--- src/rtl/cond_pkg.sv ---
// Shared definitions for the condition unit: condition-field encodings and
// the bit positions of N,Z,C,V inside the packed flag vector {N,Z,C,V}.
package cond_pkg;

  localparam logic [3:0] COND_EQ = 4'h0;
  localparam logic [3:0] COND_NE = 4'h1;
  localparam logic [3:0] COND_CS = 4'h2;
  localparam logic [3:0] COND_CC = 4'h3;
  localparam logic [3:0] COND_MI = 4'h4;
  localparam logic [3:0] COND_PL = 4'h5;
  localparam logic [3:0] COND_VS = 4'h6;
  localparam logic [3:0] COND_VC = 4'h7;
  localparam logic [3:0] COND_HI = 4'h8;
  localparam logic [3:0] COND_LS = 4'h9;
  localparam logic [3:0] COND_GE = 4'hA;
  localparam logic [3:0] COND_LT = 4'hB;
  localparam logic [3:0] COND_GT = 4'hC;
  localparam logic [3:0] COND_LE = 4'hD;
  localparam logic [3:0] COND_AL = 4'hE;
  localparam logic [3:0] COND_NV = 4'hF;

  localparam int unsigned FLAG_N = 3;
  localparam int unsigned FLAG_Z = 2;
  localparam int unsigned FLAG_C = 1;
  localparam int unsigned FLAG_V = 0;

endpackage

--- src/rtl/cond_check.sv ---
// Combinational evaluation of a 4-bit ARM-style condition field against a
// packed {N,Z,C,V} flag vector. Reserved encoding 4'hF never passes.
module cond_check
  import cond_pkg::*;
(
  input  logic [3:0] i_cond,
  input  logic [3:0] i_flags,
  output logic       o_pass
);

  logic w_n;
  logic w_z;
  logic w_c;
  logic w_v;

  assign w_n = i_flags[FLAG_N];
  assign w_z = i_flags[FLAG_Z];
  assign w_c = i_flags[FLAG_C];
  assign w_v = i_flags[FLAG_V];

  always_comb begin
    o_pass = 1'b0;
    case (i_cond)
      COND_EQ: o_pass = w_z;
      COND_NE: o_pass = ~w_z;
      COND_CS: o_pass = w_c;
      COND_CC: o_pass = ~w_c;
      COND_MI: o_pass = w_n;
      COND_PL: o_pass = ~w_n;
      COND_VS: o_pass = w_v;
      COND_VC: o_pass = ~w_v;
      COND_HI: o_pass = w_c & ~w_z;
      COND_LS: o_pass = ~w_c | w_z;
      COND_GE: o_pass = (w_n == w_v);
      COND_LT: o_pass = (w_n != w_v);
      COND_GT: o_pass = ~w_z & (w_n == w_v);
      COND_LE: o_pass = w_z | (w_n != w_v);
      COND_AL: o_pass = 1'b1;
      default: o_pass = 1'b0;
    endcase
  end

endmodule

--- src/rtl/cond_unit.sv ---
// Flag register, conditional-execution gating of PCSrc/RegWrite/MemWrite.
// Optional saturating executed/squashed counters when COND_STATS_EN is defined.
module cond_unit
  import cond_pkg::*;
#(
  parameter int unsigned CNT_W = 16
) (
  input  logic             clk,
  input  logic             reset,
  input  logic             valid_i,
  input  logic [3:0]       cond_i,
  input  logic [1:0]       flag_w_i,
  input  logic             pcs_i,
  input  logic             reg_w_i,
  input  logic             mem_w_i,
  input  logic             alu_n_i,
  input  logic             alu_z_i,
  input  logic             alu_c_i,
  input  logic             alu_v_i,
  output logic             cond_ex_o,
  output logic             pc_src_o,
  output logic             reg_write_o,
  output logic             mem_write_o,
  output logic [3:0]       flags_o,
  output logic [CNT_W-1:0] exec_cnt_o,
  output logic [CNT_W-1:0] squash_cnt_o
);

  logic [3:0] r_flags;
  logic [3:0] w_cond;
  logic       w_pass;
  logic       w_exec;

  // Idle cycles present the reserved code so an undriven cond_i cannot leak.
  assign w_cond = valid_i ? cond_i : COND_NV;

  cond_check u_cond_check (
    .i_cond  (w_cond),
    .i_flags (r_flags),
    .o_pass  (w_pass)
  );

  assign w_exec      = valid_i & w_pass;
  assign cond_ex_o   = w_exec;
  assign pc_src_o    = pcs_i   & w_exec;
  assign reg_write_o = reg_w_i & w_exec;
  assign mem_write_o = mem_w_i & w_exec;
  assign flags_o     = r_flags;

  always_ff @(posedge clk) begin
    if (reset) begin
      r_flags <= '0;
    end else begin
      if (w_exec && flag_w_i[1]) begin
        r_flags[FLAG_N] <= alu_n_i;
        r_flags[FLAG_Z] <= alu_z_i;
      end
      if (w_exec && flag_w_i[0]) begin
        r_flags[FLAG_C] <= alu_c_i;
        r_flags[FLAG_V] <= alu_v_i;
      end
    end
  end

`ifdef COND_STATS_EN
  logic [CNT_W-1:0] r_exec_cnt;
  logic [CNT_W-1:0] r_squash_cnt;
  logic             w_squash;

  assign w_squash = valid_i & ~w_pass;

  always_ff @(posedge clk) begin
    if (reset) begin
      r_exec_cnt   <= '0;
      r_squash_cnt <= '0;
    end else begin
      if (w_exec && (r_exec_cnt != '1)) begin
        r_exec_cnt <= r_exec_cnt + CNT_W'(1);
      end
      if (w_squash && (r_squash_cnt != '1)) begin
        r_squash_cnt <= r_squash_cnt + CNT_W'(1);
      end
    end
  end

  assign exec_cnt_o   = r_exec_cnt;
  assign squash_cnt_o = r_squash_cnt;
`else
  assign exec_cnt_o   = '0;
  assign squash_cnt_o = '0;
`endif

endmodule

--- config.mk ---
export PLATFORM = sky130hd
export DESIGN_NAME = cond_unit
export DESIGN_NICKNAME = d
export VERILOG_FILES = /design/src/rtl/cond_pkg.sv /design/src/rtl/cond_check.sv /design/src/rtl/cond_unit.sv
export SDC_FILE = /design/constraint.sdc
export NUM_CORES = 1
export LEC_CHECK = 0
export BUFFER_PORTS_ARGS = -buffer_cell sky130_fd_sc_hd__buf_2
export CAP_MARGIN = 5
export CORE_AREA = 2 2 44 46
export CTS_CLUSTER_DIAMETER = 200
export DETAILED_ROUTE_END_ITERATION = 6
export DIE_AREA = 0 0 46 48
export GPL_ROUTABILITY_DRIVEN = 0
export PLACE_DENSITY = 0.9
export SYNTH_ARGS = -nofsm -noshare
export SYNTH_HDL_FRONTEND = slang
export SYNTH_SLANG_ARGS = --single-unit
--- constraint.sdc ---
create_clock -name clk -period 4 [get_ports clk]
set_clock_uncertainty 0.05 [all_clocks]
set_input_delay 0.2 -clock clk [delete_from_list [all_inputs] [get_ports clk]]
set_output_delay 0.2 -clock clk [all_outputs]
set_load 0.005 [all_outputs]
==> results of run 1 <==
[cell usage after synthesis (all sizes together) (2+ instances only)]
cell,number
nor2,4
nand2b,6
nor2b,2
buf,33
dfxtp,4
mux2i,5
xor2,4
and2,5
nand2,3
a31oi,3
[worst min-delay path by stage]
stage,end,cells after the start
after detailed placement,flags_o[3],3
after global placement,flags_o[3],3
after global routing,flags_o[1],3
after CTS,flags_o[3],3
after floorplan,flags_o[0],2
final,flags_o[1],3
[stage by stage]
stage | total power, mW | setup WS (ns)
after floorplan | 0.106 | 2.36
after global placement | 0.101 | 2.22
after detailed placement | 0.103 | 2.18
after CTS | 0.156 | 1.92
after global routing | 0.168 | 1.79
final | 0.154 | 1.93
[worst max-delay path, delay by kind of cell, from the launching register on]
kind,cells,cell delay [ns]
compound gates,3,0.73
flops,1,0.43
xor+xnor,1,0.19
simple gates,1,0.12
buf+inv,1,0.10
[cells by family (layout without fill, tap and decap cells)]
kind of cell / count (synthesis) / in the layout
other cells: 1 / 32
xor+xnor: 5 / 5
compound gates: 11 / 11
mux: 5 / 5
simple gates: 24 / 24
buf+inv: 34 / 27
flops: 4 / 4
[routing by layer]
metal | wire (µm) | vias up | global-route usage | share of wire
met4 | 0 | 0 | 0.0171 | 0
met3 | 142 | 0 | 0.0491 | 0.12
met2 | 565 | 46 | 0.208 | 0.47
li1 | - | 268 | - | -
met5 | 0 | - | 0 | 0
met1 | 489 | 240 | 0.141 | 0.41
[power groups by stage]
| stage | combinational [mW] | clock [mW] | sequential (mW) |
|---|---|---|---|
| detailed placement | 0.0579 | 0 | 0.0454 |
| finish | 0.0584 | 0.0508 | 0.0447 |
| global route | 0.0663 | 0.0572 | 0.0450 |
| CTS | 0.0581 | 0.0528 | 0.0447 |
| floorplan | 0.0608 | 0 | 0.0450 |
| global placement | 0.0555 | 0 | 0.0453 |
[area by class of cell]
| cell class | count | area, µm² |
|---|---|---|
| fillers | 183 | 956 |
| repair buffers | 23 | 115 |
| multi-input cells | 77 | 490 |
| clock buffers | 3 | 22.5 |
| inverters | 1 | 3.75 |
| well taps | 17 | 21.3 |
| flip-flops and latches | 4 | 80.1 |
==> flow_metrics.env, run 1 <==
export IMPL_crit_chain="xor2_2 > a22oi_1 > o311ai_4 > a21o_2 > and2_1 > buf_2"
export IMPL_endpoint_kind="primary output"
export IMPL_gr_total_overflow=0
export IMPL_status="finished, final reports clean"
export IMPL_synthAdderAreaFrac=0
export IMPL_core_rowCount=15
export IMPL_grtUsageTotal=0.120
export IMPL_hp_start="alu_c_i"
export IMPL_max_freq_ghz=0.484
export IMPL_synth_xor_area_frac=0.0727
export IMPL_grt_pass1_vias=421
export IMPL_reg2regPathDepth=5
export IMPL_reg2reg_from="flags_o[3]"
export IMPL_htree_levels=1
export IMPL_rsz0062_at_grt="false"
export IMPL_power_density_mw_per_mm2=210
export IMPL_portBuffers=23
export IMPL_synth_mux_area_frac=0.0709
export IMPL_finalHoldViolations=0
export IMPL_synth_compound_area_frac=0.176
export IMPL_cts_root_buffer="clkbuf_4"
export IMPL_antenna_cells=0
export IMPL_endpoint="reg_write_o"
export IMPL_dieArea_mm2=0.00221
export IMPL_timing_final_max_slew_violations=0
export IMPL_worstPathRequired_ns=3.75
export IMPL_setup_viol=0
export IMPL_grt_max_degree=9
export IMPL_crit_path_start="flags_o[3]"
export IMPL_clk_pin_slew_ns=0.04
export IMPL_final_cell_mix="conb_1 (32), buf_2 (23), nand2b_1 (6)"
export IMPL_p_leak_nw=0.409
export IMPL_path_class="register to primary output"
export IMPL_drt_wl_total_um=1200
export IMPL_fin_cells=125
export IMPL_synth_top_family_by_area="buffers and inverters"
export IMPL_timing_final_crit_share=0.517
export IMPL_cp_arrival_ns=1.82
export IMPL_cp_start_kind="register"
export IMPL_dp_cells=122
export IMPL_ys_async_sr_fraction=0
export IMPL_p_int_uw=102
export IMPL_vdd_drop_max_mv=0.211
export IMPL_drtAntennaViolNets=0
export IMPL_synthTopCellsByArea="buf_4 (35%), dfxtp_1 (11%), mux2i_1 (7.1%)"
export IMPL_synthSimpleGateAreaFrac=0.206
export IMPL_die_y_um=48
export IMPL_synth_ff_type="dfxtp_1"
export IMPL_start_util=0.418
export IMPL_synth_top_area_share=0.351
export IMPL_fin_crit_ns=2.07
export IMPL_initialDrtViolationCount=5
export IMPL_seq_power_share=0.290
export IMPL_r2r_slack_ns=2.35
export IMPL_synth_area_leader_cell="buf_4"
export IMPL_finish_utilization=0.434
export IMPL_synth_seq_cells=4
export IMPL_grt_pass1_wl_um=1860
export IMPL_cts_tree="done"
export IMPL_core_mm2=0.00169
export IMPL_clockBufferDepth=2
export IMPL_nets=126
export IMPL_drive_gt1_frac=0.315
export IMPL_max_stage_delay_ns=0.43
export IMPL_drtPass1Iterations=4
export IMPL_die_x_um=46
export IMPL_avgViaCountPerCell=4.43
export IMPL_hpwl_um=1020
export IMPL_syn_to_final_growth_pct=3.90
export IMPL_p_switching_uw=51.8
export IMPL_final_common_cell="conb_1"
export IMPL_ys_warn_count=0
export IMPL_clkPwrFrac=0.330
export IMPL_cp_max_fo=5
export IMPL_largest_register_ff_count=4
export IMPL_io_pins=56
export IMPL_synth_edf_count=0
export IMPL_mappedNetlistArea_um2=706
export IMPL_clock_sinks=4
export IMPL_maxCapViolCount=0
export IMPL_cts_hold_buffers=0
export IMPL_yosysSeqAreaShare=0.113
export IMPL_drc=0
export IMPL_antenna_found_initial=0
export IMPL_swShare=0.336
export IMPL_critical_path_slowest_cell="dfxtp_1"
export IMPL_ys_types=30
export IMPL_post_drt_wl_per_cell_um=9.58
export IMPL_syn_avg_cell_area_um2=8.40
export IMPL_ctsResizeCount=0
export IMPL_fin_area_um2=733
export IMPL_tns_ns=0
export IMPL_combPwrFrac=0.380
export IMPL_syn_inst=84
export IMPL_clock_latency_ns=0.24
export IMPL_cts_setup_buffers=0
export IMPL_whs_ns=0.176
export IMPL_rr_endpoint="flags_o[2]"
export IMPL_hold_path_class="primary input to register"
export IMPL_vias=554
export IMPL_cts_buffers=3
export IMPL_placed_area_um2=711
Note: power is estimated with default switching activity, not from simulation.
==> run 2: changes to the inputs <==
Settings changed: CORE_AREA 2 2 44 46 to 2 2 46 48, DIE_AREA 0 0 46 48 to 0 0 48 50, PLACE_DENSITY 0.9 to 0.84.
Clock period 4 ns to 1.94 ns, I/O delays scaled along.
==> flow_metrics.env, run 2 (synthesized netlist as in run 1, its figures left out) <==
export IMPL_start_util=0.371
export IMPL_clk_pin_slew_ns=0.04
export IMPL_grt_use_met1=0.112
export IMPL_die_y_um=50
export IMPL_syn_to_final_growth_pct=8.16
export IMPL_grt_pass1_wl_um=1830
export IMPL_setup_viol=0
export IMPL_hold_path_class="primary input to register"
export IMPL_final_cell_mix="conb_1 (32), buf_2 (23), nand2b_1 (6)"
export IMPL_core_rowCount=16
export IMPL_cts_tree="done"
export IMPL_antenna_cells=0
export IMPL_cts_root_buffer="clkbuf_4"
export IMPL_worstPathRequired_ns=1.79
export IMPL_initialDrtViolationCount=1
export IMPL_largest_register_ff_count=4
export IMPL_swShare=0.337
export IMPL_die_x_um=48
export IMPL_cp_max_fo=5
export IMPL_cp_arrival_ns=1.70
export IMPL_endpoint_kind="primary output"
export IMPL_cts_hold_buffers=0
export IMPL_seq_power_share=0.287
export IMPL_clock_sinks=4
export IMPL_drc=0
export IMPL_maxCapViolCount=0
export IMPL_combPwrFrac=0.386
export IMPL_drive_gt1_frac=0.367
export IMPL_nets=127
export IMPL_finalHoldViolations=0
export IMPL_timing_final_max_slew_violations=0
export IMPL_tns_ns=0
export IMPL_rsz0062_at_grt="false"
export IMPL_status="finished, final reports clean"
export IMPL_use_met3=0.0513
export IMPL_p_leak_nw=0.419
export IMPL_antenna_found_initial=0
export IMPL_ff_latch_area_um2=85.1
export IMPL_grt_max_degree=9
export IMPL_grt_busiest_layer="met2"
export IMPL_post_drt_wl_per_cell_um=8.94
export IMPL_drtAntennaViolNets=0
export IMPL_htree_levels=1
export IMPL_r2r_slack_ns=0.27
export IMPL_crit_chain="xor2_2 > a22oi_1 > o311ai_4 > a21o_2 > and2_1 > buf_2"
export IMPL_path_class="register to primary output"
export IMPL_multiInputGateArea_um2=495
export IMPL_gr_total_overflow=0
export IMPL_clockBufferDepth=2
export IMPL_final_common_cell="conb_1"
export IMPL_cts_buffers=3
export IMPL_fin_crit_ns=1.85
export IMPL_max_stage_delay_ns=0.34
export IMPL_fin_cells=136
export IMPL_portBuffers=23
export IMPL_totalPowerFinal_uw=325
export IMPL_dieArea_mm2=0.00240
export IMPL_avgViaCountPerCell=4.30
export IMPL_max_freq_ghz=0.542
export IMPL_num_fill_cells=196
export IMPL_grtUsageTotal=0.102
export IMPL_dp_cells=132
export IMPL_grt_pass1_vias=501
export IMPL_timing_final_crit_share=0.952
export IMPL_rr_endpoint="flags_o[0]"
export IMPL_drtPass1Iterations=3
export IMPL_core_mm2=0.00190
export IMPL_cp_start_kind="register"
export IMPL_critical_path_slowest_cell="dfxtp_2"
export IMPL_p_switching_uw=109
export IMPL_use_met2=0.171
export IMPL_reg2regPathDepth=6
export IMPL_io_pins=56
export IMPL_crit_path_start="flags_o[3]"
export IMPL_dp_slack_ns=0.253
export IMPL_clkPwrFrac=0.326
export IMPL_drt_wl_total_um=1220
export IMPL_reg2reg_from="flags_o[3]"
export IMPL_clock_latency_ns=0.24
export IMPL_vdd_drop_max_mv=0.352
export IMPL_endpoint="mem_write_o"
export IMPL_power_density_mw_per_mm2=425
export IMPL_setup_slack_ns=0.0935
export IMPL_p_int_uw=215
export IMPL_vias=585
-- run 2: changes by cell type in the layout (fill, tap and decap cells not counted), sizes merged --
cell,delta
buf,+1
-- run 2: per-stage QoR --
stage	instance area [µm²]	util	hold WS, ns
2_1_floorplan	822	-	0.198
3_3_place_gp	723	0.380	0.305
3_5_place_dp	723	0.380	0.318
4_1_cts	753	0.396	0.0714
5_1_grt	763	0.401	0.0815
6_report	763	0.401	0.0609
-- run 2: timing repair --
item	4_1_cts	5_1_grt
endpoints found under the setup margin	1	3
setup buffers	1	0
resized for setup	0	5
pin swaps	1	1
-- run 2: worst min-delay path by stage --
| stage | slack (ns) | to | startpoint | depth (start not counted) |
|---|---|---|---|---|
| 2_1_floorplan | 0.20 | flags_o[0] | alu_v_i | 2 |
| 3_5_place_dp | 0.32 | flags_o[1] | alu_c_i | 3 |
| 3_3_place_gp | 0.31 | flags_o[3] | alu_n_i | 3 |
| 5_1_grt | 0.08 | flags_o[0] | alu_v_i | 3 |
| 6_report | 0.06 | flags_o[1] | alu_c_i | 3 |
| 4_1_cts | 0.07 | flags_o[1] | alu_c_i | 3 |
-- run 2: cell type report --
cell class | instances | area share
flip-flops and latches | 4 | 0.111
inverters | 1 | 0.00492
repair buffers | 24 | 0.161
well taps | 27 | 0.0443
multi-input cells | 77 | 0.649
clock buffers | 3 | 0.0295
-- run 2: worst max-delay path, delay by kind of cell (launching register included) --
kind	cells	cell delay, ns
flops	1	0.34
xor+xnor	1	0.19
simple gates	1	0.15
compound gates	3	0.67
buf+inv	1	0.12
-- run 2: power by group through the flow --
| stage | Clock [mW] | Sequential [mW] | Combinational (mW) |
|---|---|---|---|
| floorplan | 0 | 0.0928 | 0.125 |
| global placement | 0 | 0.0930 | 0.116 |
| detailed placement | 0 | 0.0935 | 0.119 |
| CTS | 0.107 | 0.0922 | 0.124 |
| global route | 0.113 | 0.0935 | 0.142 |
| finish | 0.106 | 0.0933 | 0.125 |
-- run 2: layer usage --
metal,up-vias,wire length [µm]
li1,269,-
met5,-,0
met1,258,474
met3,4,152
met4,0,34
met2,54,554
